`config.mk`:
```
export PLATFORM = sky130hd
export DESIGN_NAME = axi_4_lite_mst
export DESIGN_NICKNAME = d
export VERILOG_FILES = /design/src/rtl/axi_4_lite_mst.sv
export SDC_FILE = /design/constraint.sdc
export NUM_CORES = 1
export LEC_CHECK = 0
export CORE_ASPECT_RATIO = 0.7
export CORE_UTILIZATION = 43
export CTS_CLUSTER_DIAMETER = 80
export DETAILED_ROUTE_END_ITERATION = 12
export PLACE_DENSITY = 0.81
export RECOVER_POWER = 50
export SLEW_MARGIN = 15
export SYNTH_ARGS = -nofsm -noshare
export SYNTH_HDL_FRONTEND = slang
export SYNTH_SLANG_ARGS = --single-unit
```
`constraint.sdc`:
```
create_clock -name M_AXI_ACLK -period 2.5 [get_ports M_AXI_ACLK]
set_input_delay 0.75 -clock M_AXI_ACLK [delete_from_list [all_inputs] [get_ports M_AXI_ACLK]]
set_output_delay 0.75 -clock M_AXI_ACLK [all_outputs]
set_load 0.005 [all_outputs]
```
`src/rtl/axi_4_lite_mst.sv`:
```
// axi_4_lite_mst: single-outstanding AXI4-Lite master driven by a simple command/response port.
module axi_4_lite_mst #(
  parameter int ADDR_WIDTH     = 32,
  parameter int DATA_WIDTH     = 32,
  parameter int TIMEOUT_CYCLES = 256
) (
  input  logic                    M_AXI_ACLK,
  input  logic                    M_AXI_ARESETN,
  input  logic                    CMD_VALID,
  output logic                    CMD_READY,
  input  logic                    CMD_WE,
  input  logic [ADDR_WIDTH-1:0]   CMD_ADDR,
  input  logic [DATA_WIDTH-1:0]   CMD_WDATA,
  input  logic [DATA_WIDTH/8-1:0] CMD_WSTRB,
  output logic                    RSP_VALID,
  input  logic                    RSP_READY,
  output logic [DATA_WIDTH-1:0]   RSP_RDATA,
  output logic [1:0]              RSP_RESP,
  output logic                    M_AXI_AWVALID,
  input  logic                    M_AXI_AWREADY,
  output logic [ADDR_WIDTH-1:0]   M_AXI_AWADDR,
  output logic [2:0]              M_AXI_AWPROT,
  output logic                    M_AXI_WVALID,
  input  logic                    M_AXI_WREADY,
  output logic [DATA_WIDTH-1:0]   M_AXI_WDATA,
  output logic [DATA_WIDTH/8-1:0] M_AXI_WSTRB,
  input  logic                    M_AXI_BVALID,
  output logic                    M_AXI_BREADY,
  input  logic [1:0]              M_AXI_BRESP,
  output logic                    M_AXI_ARVALID,
  input  logic                    M_AXI_ARREADY,
  output logic [ADDR_WIDTH-1:0]   M_AXI_ARADDR,
  output logic [2:0]              M_AXI_ARPROT,
  input  logic                    M_AXI_RVALID,
  output logic                    M_AXI_RREADY,
  input  logic [DATA_WIDTH-1:0]   M_AXI_RDATA,
  input  logic [1:0]              M_AXI_RRESP,
  output logic                    BUSY
);
  localparam int CW = $clog2(TIMEOUT_CYCLES);
  typedef enum logic [2:0] {IDLE, WRITE, WR_RESP, RD_ADDR, RD_DATA, RESP} state_t;
  typedef struct packed {
    state_t                  state;
    logic                    cmd_ready, rsp_valid, awvalid, wvalid, bready, arvalid, rready, busy;
    logic [1:0]              resp;
    logic [DATA_WIDTH-1:0]   rdata, wdata;
    logic [ADDR_WIDTH-1:0]   awaddr, araddr;
    logic [DATA_WIDTH/8-1:0] wstrb;
    logic [CW-1:0]           cnt;
  } regs_t;
  regs_t r, n;
  logic  tmo, abort, take_b;
  assign tmo = r.cnt == CW'(TIMEOUT_CYCLES - 1);
  always_ff @(posedge M_AXI_ACLK or negedge M_AXI_ARESETN)
    if (!M_AXI_ARESETN) begin
      r           <= '0;
      r.cmd_ready <= 1'b1;
    end else begin
      r <= n;
    end
  always_comb begin
    n      = r;
    abort  = 1'b0;
    take_b = 1'b0;
    case (r.state)
      IDLE: if (CMD_VALID) begin
        n.cmd_ready = 1'b0;
        n.awaddr    = CMD_ADDR;
        n.araddr    = CMD_ADDR;
        n.wdata     = CMD_WDATA;
        n.wstrb     = CMD_WSTRB;
        n.awvalid   = CMD_WE;
        n.wvalid    = CMD_WE;
        n.bready    = CMD_WE;
        n.arvalid   = !CMD_WE;
        n.state     = CMD_WE ? WRITE : RD_ADDR;
      end
      WRITE: begin
        n.awvalid = r.awvalid && !M_AXI_AWREADY;
        n.wvalid  = r.wvalid && !M_AXI_WREADY;
        if (n.awvalid || n.wvalid) abort = tmo;
        else if (M_AXI_BVALID) take_b = 1'b1;
        else n.state = WR_RESP;
      end
      WR_RESP: if (M_AXI_BVALID) take_b = 1'b1; else abort = tmo;
      RD_ADDR: if (M_AXI_ARREADY) begin
        n.arvalid = 1'b0;
        n.rready  = 1'b1;
        n.state   = RD_DATA;
      end else abort = tmo;
      RD_DATA: if (M_AXI_RVALID) begin
        n.rready    = 1'b0;
        n.rdata     = M_AXI_RDATA;
        n.resp      = M_AXI_RRESP;
        n.rsp_valid = 1'b1;
        n.state     = RESP;
      end else abort = tmo;
      RESP: if (RSP_READY) begin
        n.rsp_valid = 1'b0;
        n.cmd_ready = 1'b1;
        n.state     = IDLE;
      end
      default: n.state = IDLE;
    endcase
    if (take_b) begin
      n.bready    = 1'b0;
      n.resp      = M_AXI_BRESP;
      n.rdata     = '0;
      n.rsp_valid = 1'b1;
      n.state     = RESP;
    end
    // a hung slave: release the bus and report DECERR locally
    if (abort) begin
      {n.awvalid, n.wvalid, n.bready, n.arvalid, n.rready} = '0;
      n.resp      = 2'b11;
      n.rdata     = '0;
      n.rsp_valid = 1'b1;
      n.state     = RESP;
    end
    n.busy = n.state != IDLE;
    n.cnt  = (n.state != r.state || r.state == IDLE || r.state == RESP) ? '0 : r.cnt + 1'b1;
  end
  assign CMD_READY     = r.cmd_ready;
  assign RSP_VALID     = r.rsp_valid;
  assign RSP_RDATA     = r.rdata;
  assign RSP_RESP      = r.resp;
  assign M_AXI_AWVALID = r.awvalid;
  assign M_AXI_AWADDR  = r.awaddr;
  assign M_AXI_AWPROT  = 3'b000;
  assign M_AXI_WVALID  = r.wvalid;
  assign M_AXI_WDATA   = r.wdata;
  assign M_AXI_WSTRB   = r.wstrb;
  assign M_AXI_BREADY  = r.bready;
  assign M_AXI_ARVALID = r.arvalid;
  assign M_AXI_ARADDR  = r.araddr;
  assign M_AXI_ARPROT  = 3'b000;
  assign M_AXI_RREADY  = r.rready;
  assign BUSY          = r.busy;
endmodule

```
# --- Yosys cells after proc, flatten, opt, wreduce, memory -nomap -nowiden ---
# Index checks and enable logic that the tools add are counted.
word_totals:
  reg_bits: 121
  inputBits: 114
  out_inout_bits: 148
op_classes:
  addsub: 1
  n_eq_ne: 14
  muxes: 36
  reduce_logical: 27
op_table:
  columns: ["cell", "n"]
  rows:
  - ["34-bit two-way mux", 4]
  - ["3-bit nonzero test", 8]
  - ["3-bit two-way mux", 6]
  - ["3-bit case mux with 6 select lines", 1]
  - ["3-bit AND reduction", 4]
  - ["1-bit two-way mux", 11]
  - ["1-bit case mux with 2 select lines", 5]
  - ["3-bit inequality test (second input constant)", 3]
  - ["8-bit by 1-bit adder with 8-bit output (second input constant)", 1]
  - ["8-bit == test (second input constant)", 1]
  - ["4-bit two-way mux", 2]
  - ["8-bit two-way mux", 1]
  - ["4-bit inequality test (second input constant)", 2]
  - ["2-bit AND reduction", 4]
  - ["3-bit by 2-bit == test with 1-bit output (second input constant)", 2]
  - ["3-bit == test (second input constant)", 2]
  - ["6-bit two-way mux", 1]
  - ["5-bit two-way mux", 1]
  - ["2-bit two-way mux", 2]
  - ["2-bit inequality test (second input constant)", 2]
  - ["1-bit case mux with 4 select lines", 1]
  - ["2-bit case mux with 2 select lines", 1]
  - ["4-bit nonzero test", 1]
  - ["3-bit by 1-bit == test with 1-bit output (second input constant)", 1]
  - ["6 further kinds", 11]

# --- Longest topological paths before layout ---
logic_depth:
  ltp_word: 11
  ltp_mapped: 9
  depth_no_buf: 7

# --- Worst setup path before layout ---
# OpenSTA, ideal clock, no wires.
synth_timing:
  path_kind: "input -> register"
  start: "input port M_AXI_ARREADY"
  end: "register r, in the netlist BUSY"
  setup_ns: 0.131
  t_arrival_ns: 2.185
  slack_ns: 0.183
  cell_stages: 7
  cell_sequence: "and4bb_2 a21oi_4 a31oi_4 or2_1 buf_6 a221o_1 or3_1"
synth_rtl:
  columns: ["item", "line_no", "rtl"]
  rows:
  - ["start, declared", "31", "input logic M_AXI_ARREADY,"]
  - ["end signal, assigned", "59", "r <= n;"]
  - ["end, declared", "51", "regs_t r, n;"]

==> impl_metrics.py <==
metrics = {
    "sta": {
        "period_minus_slack_ns": 2.41,
        "max_freq_ghz": 0.415,
        "rsz0062_at_grt": "false",
        "slew_violations": 0,
        "hold_viol": 0,
        "worstMarginPinSlew_ns": 1.12,
        "period_share": 0.965,
        "finalSetupViolCount": 0,
        "fin_worst_skew_ns": 0.0138,
        "maxSlewHeadroom": 0.254,
    },
    "final_layout": {
        "final_core_util": 0.632,
        "layout.cells.non_filler": 891,
        "diodes": 0,
        "fin_nets": 808,
        "drive_gt1_frac": 0.187,
        "area_growth_pct": 40.5,
        "final_area_um2": 8500,
    },
    "grt": {
        "grt_pass1_wl_um": 22100,
        "overflow": 0,
        "grt_pass1_vias": 4499,
        "grt_max_degree": 52,
        "antenna_found_initial": 0,
        "grt_usage": 0.198,
    },
    "worst_setup_path": {
        "cp_max_fo": 5,
        "crit_type": "in2reg",
        "worstPathRequired_ns": 2.77,
        "reg2regPathDepth": 7,
        "cp-end-kind": "flip-flop",
        "path_delay_family": "simple AND/OR/NAND/NOR gates",
        "cp_cell_sequence": "clkdlybuf4s50_1 > and4bb_2 > a21oi_4 > a31oi_4 > or2_1 > a221o_1 > or3_1",
        "arrival_ns": 2.68,
        "reg2reg_slack_ns": 0.25,
        "critPathLaunchType": "input port",
        "path_buf_inv": 1,
        "r2r_end": "r[6]$_DFF_PN0_",
        "cp_slowest_stage_delay_ns": 0.47,
        "reg2reg_from": "r[150]$_DFF_PN0_",
        "cpMaxStageDelayCell": "clkdlybuf4s50_1",
    },
    "synth": {
        "synth_top_area_frac": 0.496,
        "async_flop_share": 1.00,
        "synth_most_common_cell": "buf_4",
        "synth_top_cells_by_area": "dfrtp_1, buf_4, mux2_2, nand2_1, a21oi_1",
        "syn_area_per_cell_um2": 10.9,
        "synthesis.area_um2": 6050,
        "synth-edff-count": 0,
        "ys_ff_latch": 121,
        "ys_warn_count": 0,
        "syn_inst": 557,
        "seq_area_frac_synth": 0.501,
        "ys.flop_type": "dfrtp_1",
        "synth_cell_types": 43,
        "synth_top_area_cell": "dfrtp_1",
        "yosys-top-cells-count": "buf_4, dfrtp_1, nand2_1, mux2_2, a21oi_1",
    },
    "die": {
        "start_util": 0.450,
        "design.die.area_um2": 14600,
        "io_pins": 262,
        "die_y_um": 101,
        "row_count": 35,
        "die_w_um": 144,
        "core-area_um2": 13400,
    },
    "route": {
        "vias_per_cell": 4.76,
        "drt_iter0_drc": 129,
        "drc": 0,
        "firstDrtPassIters": 4,
        "ant_nets": 0,
        "drt_wl_total_um": 14200,
        "avgRoutedWirePerCell_um": 15.9,
        "vias": 4238,
    },
    "placed_design": {
        "numPortBuffers": 255,
        "placed_cells": 859,
        "dp_hpwl_um": 10800,
        "place_area_um2": 7920,
        "place_congestion": 0.906,
    },
    "cts": {
        "cts.path.max_buffers": 2,
        "cts_buffers": 17,
        "cts_tree": "done",
        "clock_latency_ns": 0.40,
        "clock_sinks": 121,
        "path_clk_slew_ns": 0.06,
        "cts-root-buf": "clkbuf_16",
        "cts.htree.levels": 4,
    },
    "job": {
        "max_cap_violations": 0,
    },
    "run_status": {
        "outcome": "complete, no violations",
    },
    "pwr": {
        "power.density_nw_per_um2": 1230,
        "power_w": 0.0105,
        "power_leakage_nw": 3.59,
        "ir_drop_mv": 0.719,
    },
    "min_path": {
        "hold_path_class": "reg2reg",
        "holdPathEnd": "M_AXI_WDATA[27]$_DFFE_PN0P_",
        "min_from": "M_AXI_WDATA[27]$_DFFE_PN0P_",
        "hold_depth": 1,
    },
}
logic make-up (layout without fill, tap and decap cells):
group	after synthesis	in the layout	share of synthesized area
xor+xnor	7	7	0.0101
compound gates	58	58	0.0571
flops	121	121	0.501
fa+ha+maj	1	1	0.00207
simple gates	129	129	0.0997
other cells	1	6	0.000620
buf+inv	167	311	0.195
mux	73	73	0.135
layout by cell type (no fill, tap or decap), types with 3 or more instances in the layout:
| cell type | synthesis | routed |
|---|---|---|
| dfrtp_1 | 120 | 120 |
| xor2_1 | 5 | 4 |
| or3_1 | 3 | 3 |
| nor3_1 | 9 | 9 |
| dlygate4sd3_1 | 0 | 67 |
| o21ai_0 | 4 | 4 |
| nand3_1 | 3 | 3 |
| a21oi_1 | 43 | 43 |
| nor2b_1 | 3 | 3 |
| mux2_2 | 70 | 70 |
| and3_1 | 3 | 3 |
| buf_12 | 0 | 3 |
| nor2_1 | 5 | 4 |
| conb_1 | 1 | 6 |
| nand2b_1 | 10 | 10 |
| buf_4 | 140 | 16 |
| mux2i_1 | 3 | 3 |
| clkinvlp_4 | 0 | 5 |
| nor3b_1 | 3 | 3 |
| clkbuf_16 | 0 | 17 |
| nand2_1 | 78 | 78 |
| clkinv_4 | 0 | 3 |
| clkdlybuf4s50_1 | 0 | 187 |
timing repair:
item | 4_1_cts | 5_1_grt
setup buffers | 0 | 0
setup endpoints to repair | 8 | 2
hold buffers | 0 | 0
pin swaps | 0 | 0
endpoints found under the hold margin | 0 | 0
gates resized for setup | 1 | 2
registers in the layout, indices dropped and copies added, names as in the netlist:
register / flops
M_AXI_WSTRB: 4
RSP_RESP: 2
RSP_VALID: 1
CMD_READY: 1
M_AXI_WDATA: 32
M_AXI_ARADDR: 32
r: 11
M_AXI_RREADY: 1
M_AXI_WVALID: 1
M_AXI_AWVALID: 1
RSP_RDATA: 32
M_AXI_BREADY: 1
BUSY: 1
M_AXI_ARVALID: 1
where the power goes:
part | switching (W) | leakage, nW | internal (W)
registers | 0.000597 | 1.50 | 0.00288
logic | 0.00170 | 1.81 | 0.00290
clock network | 0.000880 | 0.272 | 0.00150
stage by stage:
step / setup WS, ns / hold WS (ns) / setup TNS [ns]
3_3_place_gp: -0.335 / 0.476 / -7.00
5_1_grt: 0.0136 / 0.523 / 0
4_1_cts: 0.113 / 0.230 / 0
6_report: 0.0883 / 0.500 / 0
3_5_place_dp: -0.455 / 0.491 / -12.59
2_1_floorplan: 0.183 / 0.454 / 0
area by class of cell:
type / count / area [µm²]
well taps: 185 / 231
fillers: 1059 / 4940
clock buffers: 19 / 443
flip-flops and latches: 121 / 3030
repair buffers: 277 / 2750
inverters: 2 / 7.51
multi-input cells: 274 / 1890
clock inverters: 13 / 146
layer usage:
| layer | up-vias | wire length [µm] | GRT usage |
|---|---|---|---|
| li1 | 1984 | - | - |
| met5 | - | 0 | 0 |
| met4 | 0 | 159 | 0.0679 |
| met3 | 18 | 1470 | 0.0842 |
| met1 | 2027 | 5310 | 0.215 |
| met2 | 209 | 7230 | 0.351 |
worst max path at each step:
stage / from / end / slack, ns / cells after the start
floorplan: M_AXI_ARREADY / BUSY$_DFF_PN0_ / 0.18 / 7
global placement: M_AXI_ARREADY / r[2]$_DFF_PN0_ / -0.34 / 7
detailed placement: M_AXI_ARREADY / r[6]$_DFF_PN0_ / -0.45 / 7
CTS: M_AXI_ARREADY / r[6]$_DFF_PN0_ / 0.11 / 7
global route: M_AXI_WREADY / r[1]$_DFF_PN0_ / 0.01 / 7
finish: M_AXI_ARREADY / BUSY$_DFF_PN0_ / 0.09 / 7
No activity file was read; power rests on OpenSTA's default activity.
